`src/rtl/board_writer.sv`:
```
// Move-entry and board-storage block for tic-tac-toe: validates handshaken moves, marks cells, tracks turn/count.
// Optional single-level undo (undo_req port, last-move record) is compiled in with `define BOARD_UNDO_EN.
module board_writer (
    input  logic       clk,
    input  logic       reset,
    input  logic       new_game,
    input  logic       game_lock,
    input  logic       move_valid,
    input  logic [3:0] move_pos,
    output logic       move_ready,
`ifdef BOARD_UNDO_EN
    input  logic       undo_req,
`endif
    output logic [1:0] pos1,
    output logic [1:0] pos2,
    output logic [1:0] pos3,
    output logic [1:0] pos4,
    output logic [1:0] pos5,
    output logic [1:0] pos6,
    output logic [1:0] pos7,
    output logic [1:0] pos8,
    output logic [1:0] pos9,
    output logic       turn,
    output logic [3:0] move_count,
    output logic       board_full,
    output logic       move_ack,
    output logic       move_err,
    output logic [1:0] err_code
);

    typedef enum logic {
        ST_CHECK = 1'b0,
        ST_READY = 1'b1
    } state_t;

    localparam logic [1:0] CELL_EMPTY = 2'b00;
    localparam logic [1:0] CELL_P1    = 2'b01;
    localparam logic [1:0] CELL_P2    = 2'b10;

    localparam logic [1:0] ERR_NONE   = 2'b00;
    localparam logic [1:0] ERR_RANGE  = 2'b01;
    localparam logic [1:0] ERR_OCC    = 2'b10;
    localparam logic [1:0] ERR_LOCK   = 2'b11;

    state_t     r_state;
    state_t     w_state_nxt;
    logic [3:0] r_req_pos;
    logic [1:0] r_cell [1:9];
    logic       r_turn;
    logic [3:0] r_count;
    logic       r_full;
    logic       r_ack;
    logic       r_err;
    logic [1:0] r_err_code;

    logic       w_in_range;
    logic       w_lock_err;
    logic       w_occupied;
    logic       w_accept;
    logic       w_commit;
    logic       w_reject;
    logic [1:0] w_reject_code;

`ifdef BOARD_UNDO_EN
    logic [3:0] r_last_pos;
    logic       r_last_vld;
    logic       w_undo_sel;
    logic       w_undo_ok;
    logic       w_undo_bad;

    // A move in the same READY cycle takes precedence over an undo.
    assign w_undo_sel = !new_game && (r_state == ST_READY) && undo_req && !move_valid;
    assign w_undo_ok  = w_undo_sel && r_last_vld && !game_lock;
    assign w_undo_bad = w_undo_sel && !(r_last_vld && !game_lock);
`endif

    assign w_in_range = (r_req_pos >= 4'd1) && (r_req_pos <= 4'd9);
    assign w_lock_err = game_lock || (r_count == 4'd9);

    // Compare-based lookup keeps an out-of-range req_pos from indexing past the array.
    always_comb begin
        // NOTE: every always_comb output gets a default first so no latch is inferred.
        w_occupied = 1'b0;
        for (int k = 1; k <= 9; k++) begin
            if (r_req_pos == 4'(k) && r_cell[k] != CELL_EMPTY) begin
                w_occupied = 1'b1;
            end
        end
    end

    // FSM process 1: state register.
    always_ff @(posedge clk or posedge reset) begin
        // NOTE: sequential state uses non-blocking assignments so all flops sample pre-edge values.
        if (reset) begin
            r_state <= ST_READY;
        end else begin
            r_state <= w_state_nxt;
        end
    end

    // FSM process 2: next-state logic.
    always_comb begin
        w_state_nxt = r_state;
        if (new_game) begin
            w_state_nxt = ST_READY;
        end else begin
            case (r_state)
                ST_READY: if (move_valid) w_state_nxt = ST_CHECK;
                ST_CHECK: w_state_nxt = ST_READY;
                default:  w_state_nxt = ST_READY;
            endcase
        end
    end

    // FSM process 3: outputs and the prioritised CHECK decision.
    always_comb begin
        w_accept      = 1'b0;
        w_commit      = 1'b0;
        w_reject      = 1'b0;
        w_reject_code = ERR_NONE;
        if (!new_game) begin
            case (r_state)
                ST_READY: w_accept = move_valid;
                ST_CHECK: begin
                    if (w_lock_err) begin
                        w_reject      = 1'b1;
                        w_reject_code = ERR_LOCK;
                    end else if (!w_in_range) begin
                        w_reject      = 1'b1;
                        w_reject_code = ERR_RANGE;
                    end else if (w_occupied) begin
                        w_reject      = 1'b1;
                        w_reject_code = ERR_OCC;
                    end else begin
                        w_commit = 1'b1;
                    end
                end
                default: ;
            endcase
        end
    end

    assign move_ready = (r_state == ST_READY);

    // Board cells.
    always_ff @(posedge clk or posedge reset) begin
        // NOTE: the cell array is reset explicitly; it is visible state, not scratch memory.
        if (reset) begin
            for (int k = 1; k <= 9; k++) r_cell[k] <= CELL_EMPTY;
        end else if (new_game) begin
            for (int k = 1; k <= 9; k++) r_cell[k] <= CELL_EMPTY;
        end else begin
            for (int k = 1; k <= 9; k++) begin
                if (w_commit && r_req_pos == 4'(k)) begin
                    r_cell[k] <= r_turn ? CELL_P2 : CELL_P1;
                end
`ifdef BOARD_UNDO_EN
                if (w_undo_ok && r_last_pos == 4'(k)) begin
                    r_cell[k] <= CELL_EMPTY;
                end
`endif
            end
        end
    end

    // Turn, count, status and response pulses.
    always_ff @(posedge clk or posedge reset) begin
        if (reset) begin
            r_req_pos  <= 4'd0;
            r_turn     <= 1'b0;
            r_count    <= 4'd0;
            r_full     <= 1'b0;
            r_ack      <= 1'b0;
            r_err      <= 1'b0;
            r_err_code <= ERR_NONE;
`ifdef BOARD_UNDO_EN
            r_last_pos <= 4'd0;
            r_last_vld <= 1'b0;
`endif
        end else begin
            r_ack <= 1'b0;
            r_err <= 1'b0;
            if (new_game) begin
                r_turn     <= 1'b0;
                r_count    <= 4'd0;
                r_full     <= 1'b0;
                r_err_code <= ERR_NONE;
`ifdef BOARD_UNDO_EN
                r_last_vld <= 1'b0;
`endif
            end else begin
                if (w_accept) begin
                    r_req_pos <= move_pos;
                end
                if (w_commit) begin
                    r_turn  <= ~r_turn;
                    r_count <= r_count + 4'd1;
                    r_full  <= (r_count == 4'd8);
                    r_ack   <= 1'b1;
`ifdef BOARD_UNDO_EN
                    r_last_pos <= r_req_pos;
                    r_last_vld <= 1'b1;
`endif
                end
                if (w_reject) begin
                    r_err      <= 1'b1;
                    r_err_code <= w_reject_code;
                end
`ifdef BOARD_UNDO_EN
                if (w_undo_ok) begin
                    r_turn     <= ~r_turn;
                    r_count    <= r_count - 4'd1;
                    r_full     <= 1'b0;
                    r_last_vld <= 1'b0;
                    r_ack      <= 1'b1;
                end
                if (w_undo_bad) begin
                    r_err      <= 1'b1;
                    r_err_code <= ERR_LOCK;
                end
`endif
            end
        end
    end

    assign pos1       = r_cell[1];
    assign pos2       = r_cell[2];
    assign pos3       = r_cell[3];
    assign pos4       = r_cell[4];
    assign pos5       = r_cell[5];
    assign pos6       = r_cell[6];
    assign pos7       = r_cell[7];
    assign pos8       = r_cell[8];
    assign pos9       = r_cell[9];
    assign turn       = r_turn;
    assign move_count = r_count;
    assign board_full = r_full;
    assign move_ack   = r_ack;
    assign move_err   = r_err;
    assign err_code   = r_err_code;

endmodule

```
`config.mk`:
```
export PLATFORM = sky130hd
export DESIGN_NAME = board_writer
export DESIGN_NICKNAME = d
export VERILOG_FILES = /design/src/rtl/board_writer.sv
export SDC_FILE = /design/constraint.sdc
export NUM_CORES = 1
export LEC_CHECK = 0
export CAP_MARGIN = 0
export CELL_PAD_IN_SITES_DETAIL_PLACEMENT = 1
export CELL_PAD_IN_SITES_GLOBAL_PLACEMENT = 1
export CORE_MARGIN = 2
export CORE_UTILIZATION = 41
export CTS_CLUSTER_SIZE = 40
export DETAILED_ROUTE_END_ITERATION = 8
export PLACE_DENSITY_LB_ADDON = 0.1
export RECOVER_POWER = 25
export SLEW_MARGIN = 20
export SYNTH_ARGS = -nofsm -noshare
export SYNTH_HDL_FRONTEND = slang
export SYNTH_SLANG_ARGS = --single-unit
```
`constraint.sdc`:
```
create_clock -name clk -period 3.4 [get_ports clk]
set_clock_uncertainty 0.1 [all_clocks]
set_input_delay 0.51 -clock clk [delete_from_list [all_inputs] [get_ports clk]]
set_output_delay 0.51 -clock clk [all_outputs]
set_load 0.005 [all_outputs]
```
# After elaboration in Yosys (flattened, before gate mapping)
# Cells that the tools add are included.
# word_totals
output_inout_bits,29
regBits,33
word_cells,126
# op_classes
reduce_logical,41
n_addsub,1
order_cmp,2
n_eq_ne,11
bitwise,3
n_mux,51
# ops
op,count
2-bit nonzero test,20
2-bit two-way mux,16
1-bit two-way mux,31
1-bit logical AND,19
18-bit two-way mux,1
4-bit by 3-bit equality test with 1-bit output (second input constant),4
4-bit equality test (second input constant),4
4-bit by 2-bit equality test with 1-bit output (second input constant),2
4-bit two-way mux,2
4-bit by 1-bit adder with 4-bit output (second input constant),1
4-bit by 1-bit equality test with 1-bit output (second input constant),1
4-bit by 1-bit >= comparator with 1-bit output (second input constant),1
4-bit less-or-equal comparator (second input constant),1
1-bit NOT,3
1-bit one-hot mux with 2 select lines,1
2-bit AND reduction,1
1-bit logical OR,1

# Depth between registers and ports, before layout
# logic_depth
ltp_word,19
depth_mapped,9
depth_no_buf,7

# Least setup slack after synthesis
# OpenSTA, ideal clock, no wires.
# synth_timing
path_type,register -> register
from,"reg r_count[1], in the netlist move_count[1]"
to,"reg r_count[3], in the netlist move_count[3]"
stages_incl_launch_ff,8
slack_ns,1.328
t_required_ns,3.222
synth_period_minus_slack_ns,2.072
setup_ns,0.078
path_buffers,0
arrival_ns,1.894
path_cell_list,dfrtp_1 > inv_1 > ha_1 > and3b_1 > nor4b_4 > nand3_2 > or4_1 > a21oi_1
# synth_via
elab_chain_cells,6
word_cells_on_any_way,9
# synth_rtl
item,line,source
from (decl),50,logic [3:0] r_count;
from (signal assigned),197,r_count <= r_count + 4'd1;
4-bit equality test,78,assign w_lock_err = game_lock || (r_count == 4'd9);
1-bit logical OR,78,
1-bit two-way mux,125,if (w_lock_err) begin
1-bit two-way mux,122,case (r_state)
1-bit two-way mux,121,if (!new_game) begin
2-bit nonzero test (no source line),n/a,
# Several ways; a longest one is shown, not always the timed one. The select of a mux whose other input is x is not followed.
# A chain may end at the register's enable or synchronous reset.

==> impl_summary.txt <==
----------------------------------------------------
[Status]
  Outcome ... complete, but fails checks
  Failing checks ... max-capacitance violations, max-slew violations

[Placed design]
  Number of placed instances with taps included ... 246
  Placed wire-length estimate ... between 3 and 4 mm
  Buffers on Ports ... 37
  Worst-case setup slack after placement ... 0.787 ns
  Final GP Congestion ... ~0.75

[Worst setup path]
  Gate family responsible for the most delay along the worst path ... buffers and inverters
  Max stage delay on crit path ... 1.32 ns
  Data required time of the critical path ... 3.35 ns
  Kind of start point of the critical path ... primary input
  Launch instance of the worst register-to-register path ... r_req_pos[0]$_DFFE_PP0P_
  Number of cell instances on the worst register-to-register path ... 5
  Signal arrival time at the worst endpoint ... 2.43 ns
  Critical-path cell list ... dlygate4sd3_1, inv_1, clkbuf_1
  CP max stage cell ... clkbuf_1
  Maximum fanout along the worst path ... 33
  Sum of buffers and inverters on the critical path ... 3
  Worst Setup End Kind ... asynchronous set/reset pin
  FF-to-FF setup slack ... 0.94 ns
  Capture instance of the worst register-to-register path ... move_err$_DFF_PP0_
  Critical path class ... primary input to asynchronous set/reset pin

[Yosys]
  Fraction of synthesized cell area taken by the top area cell type ... 47.5%
  Flip-flop cell with the highest count after synthesis ... dfrtp_1
  Netlist area before placement ... 1680 um2
  Share of synthesized registers carrying an async set or reset ... 100%
  Sequential fraction of the synthesis area ... between 40% and 50%
  Dominant cell type by area after synthesis ... dfrtp_1
  Synthesized net count ... 179
  Number of synthesized flops with an enable pin ... 0
  Post-synthesis cell type count ... 43
  Yosys warnings ... 0
  #FFs+latches synth ... 33
  Area contributors post-synth ... dfrtp_1 48%, nor2_1 6.0%, a31oi_1 4.1%, a21oi_1 3.0%, buf_6 2.7%
  Gate Count Post-Synth ... 167
  Average cell area after synthesis ... 10.1 um2

[Timing]
  Normalized max-slew margin ... -23.3%
  Final period utilization ... 73.0%
  Hold Vio Cnt, Final ... 0
  Worst-case setup margin in the final layout ... 0.919 ns
  Transition at the pin with the smallest max-transition slack ... 1.85 ns
  Final min period ... 2.48 ns
  Unrepaired setup endpoints after global routing ... false
  Worst Hold Margin ... 0.429 ns
  Setup TNS after final layout ... 0 ns
  Max-slew violation total from the final report ... 34
  Final setup viols ... 0
  Max Fclk ... 403 MHz

[Die]
  Core Box Area ... 3970 um2
  Total Die Area ... 4640 um2
  Count of pins on the block boundary ... 38
  X dimension of the die ... 68.1 um
  Die H ... 68.1 um
  Cell row count ... 23
  Initial core utilization ... between 40 and 50%

[Drt]
  Uppermost metal layer occupied by signal nets ... met4
  Remaining antenna violation count after routing ... 0
  Routed wire length on met3 ... approximately 180 um
  Met2 WL post-DR ... 2.17 mm
  Vias after detailed routing ... 1,443
  Remaining DRCs ... 0
  Number of vias per cell ... 5.68
  Routed met1 length ... 2.02 mm
  Total iterations of the first detailed-routing run ... 4
  Total routed wirelength ... 4.42 mm
  Initial DRC count ... around 130
  Routed wire per std cell ... 17.4 um

[CTS]
  Maximum root-to-sink buffer count ... 2
  Clock root cell ... clkbuf_8
  Clk sink count ... 33
  Clock transition at path regs ... approximately 0.070 ns
  TritonCTS Buffers ... 5
  Number of hold buffers added after cts ... 0
  # Post-CTS Setup Buffers ... 0
  Cts repair resizes ... 0
  TritonCTS clock tree ... built
  Clk_lat worst skew ... just under 0.3 ns
  Deepest level of the CTS H-tree ... 2

[Cells and area]
  Ant diodes ... 0
  Final-stage net count ... 215
  Layout cells sized above 1 ... 10.8%
  Post-route insts no fill ... 254
  Area growth from synthesis to layout ... 28.2%

[Power]
  Total power after layout ... slightly below 900 uW
  Static leakage power ... between 0.0008 and 0.0009 uW
  P per Cell Area ... 413 nW/um2
  Peak supply drop ... 0.233 mV

[Worst hold path]
  Worst hold-check path type ... register to register
  End point of the most critical hold path ... pos9[1]$_DFFE_PP0P_
  Hold path start ... pos9[1]$_DFFE_PP0P_
  Worst Hold Depth ... 2

[Global route]
  Initial antenna violation count ... 0
  Pin count of the biggest net entering global routing ... 34
  Total congestion overflow ... 0
  Number of global-route vias before repair ... 1,448
  Wire length of the first global-routing pass ... 7.38 mm
  GRT Total Usage ... 22.1%

[Job]
  Max-cap violations ... 1

----------------------------------------------------
[final cells by class]
type | instances | area (um2)
clock inverter | 1 | 5.00
timing repair buffer | 39 | 382
multi-input combinational | 113 | 746
sequential | 33 | 827
clock buffer | 7 | 96.3
inverter | 11 | 41.3
tap | 50 | 62.6
fill | 448 | 1810
[metal layers]
| metal | vias up | track usage (%) |
|---|---|---|
| met5 | - | 0 |
| met4 | 0 | 7.50 |
| met3 | 7 | 5.76 |
| met2 | 26 | 35.7 |
| met1 | 729 | 28.9 |
| li1 | 681 | - |
[worst max path at each step]
| stage | start | endpoint | slack (ns) | cells after the start |
|---|---|---|---|---|
| 3_3_place_gp | game_lock | move_count[2]$_DFFE_PP0P_ | 0.91 | 6 |
| 5_1_grt | reset | move_count[2]$_DFFE_PP0P_ | 0.64 | 3 |
| 2_1_floorplan | move_count[1]$_DFFE_PP0P_ | move_count[3]$_DFFE_PP0P_ | 1.33 | 7 |
| 3_5_place_dp | game_lock | move_count[2]$_DFFE_PP0P_ | 0.79 | 6 |
| 6_report | reset | pos8[1]$_DFFE_PP0P_ | 0.92 | 3 |
| 4_1_cts | r_req_pos[0]$_DFFE_PP0P_ | move_err$_DFF_PP0_ | 0.95 | 5 |
[cells in the final DEF (no fill, tap or decap), types with 3 or more instances in the layout]
cell and instances:
nand3_1 5, o21ai_0 6, dfrtp_1 32, inv_1 10, nor4b_1 3, a21oi_1 10, nand2b_1 3, clkbuf_8 7
clkdlybuf4s50_1 36, nand4_1 4, mux2_2 4, nor2_1 27, nor4_1 3, ha_1 3, o32ai_1 5, a31oi_1 11
[logic make-up (layout without fill, tap and decap cells)]
family,count (synthesis),in the layout,share of synthesized area [%]
mux,5,5,4.01
flops,33,33,49.1
fa+ha+maj,3,3,2.23
simple gates,62,62,21.1
compound gates,43,43,16.9
buf+inv,21,58,6.61
[report_power, final]
part | leakage, uW | internal [uW] | switching, uW
clock | 0.0000542 | 183 | 144
combinational | 0.000374 | 57.0 | 62.6
sequential | 0.000447 | 406 | 38.8
total | 0.000875 | 646 | 245
[worst reg2reg max path: cells and delay by family (launching register included)]
family,cells,cell delay [ns]
AND/OR/NAND/NOR,2,0.28
AO/OA/AOI/OAI,3,1.37
flip-flops,1,0.63
[sequential cells by signal (all words and copies together), names as in the netlist]
signal      flops
pos2            2
board_full      1
pos9            2
pos8            2
pos3            2
r_req_pos       4
move_err        1
pos7            2
pos4            2
pos6            2
turn            1
pos1            2
move_ready      1
move_count      4
pos5            2
err_code        2
move_ack        1
[synthesized netlist by cell type, types with 3 or more instances]
cell	number
buf_6	4
dfrtp_1	32
nand4_1	4
a31oi_1	11
ha_1	3
o32ai_1	5
clkbuf_1	4
inv_1	10
nand3_1	5
o21ai_0	6
nor4_1	3
a21oi_1	10
mux2_2	4
nor4b_1	3
nand2b_1	3
nor2_1	27
[stage by stage]
step                      utilization [%]  instance area [um2]
after detailed placement             51.9                 2060
after floorplan                         -                 1680
after CTS                            54.5                 2160
after global routing                 54.4                 2160
final                                54.4                 2160
after global placement               51.9                 2060
Power figures use the tool's default switching activity.
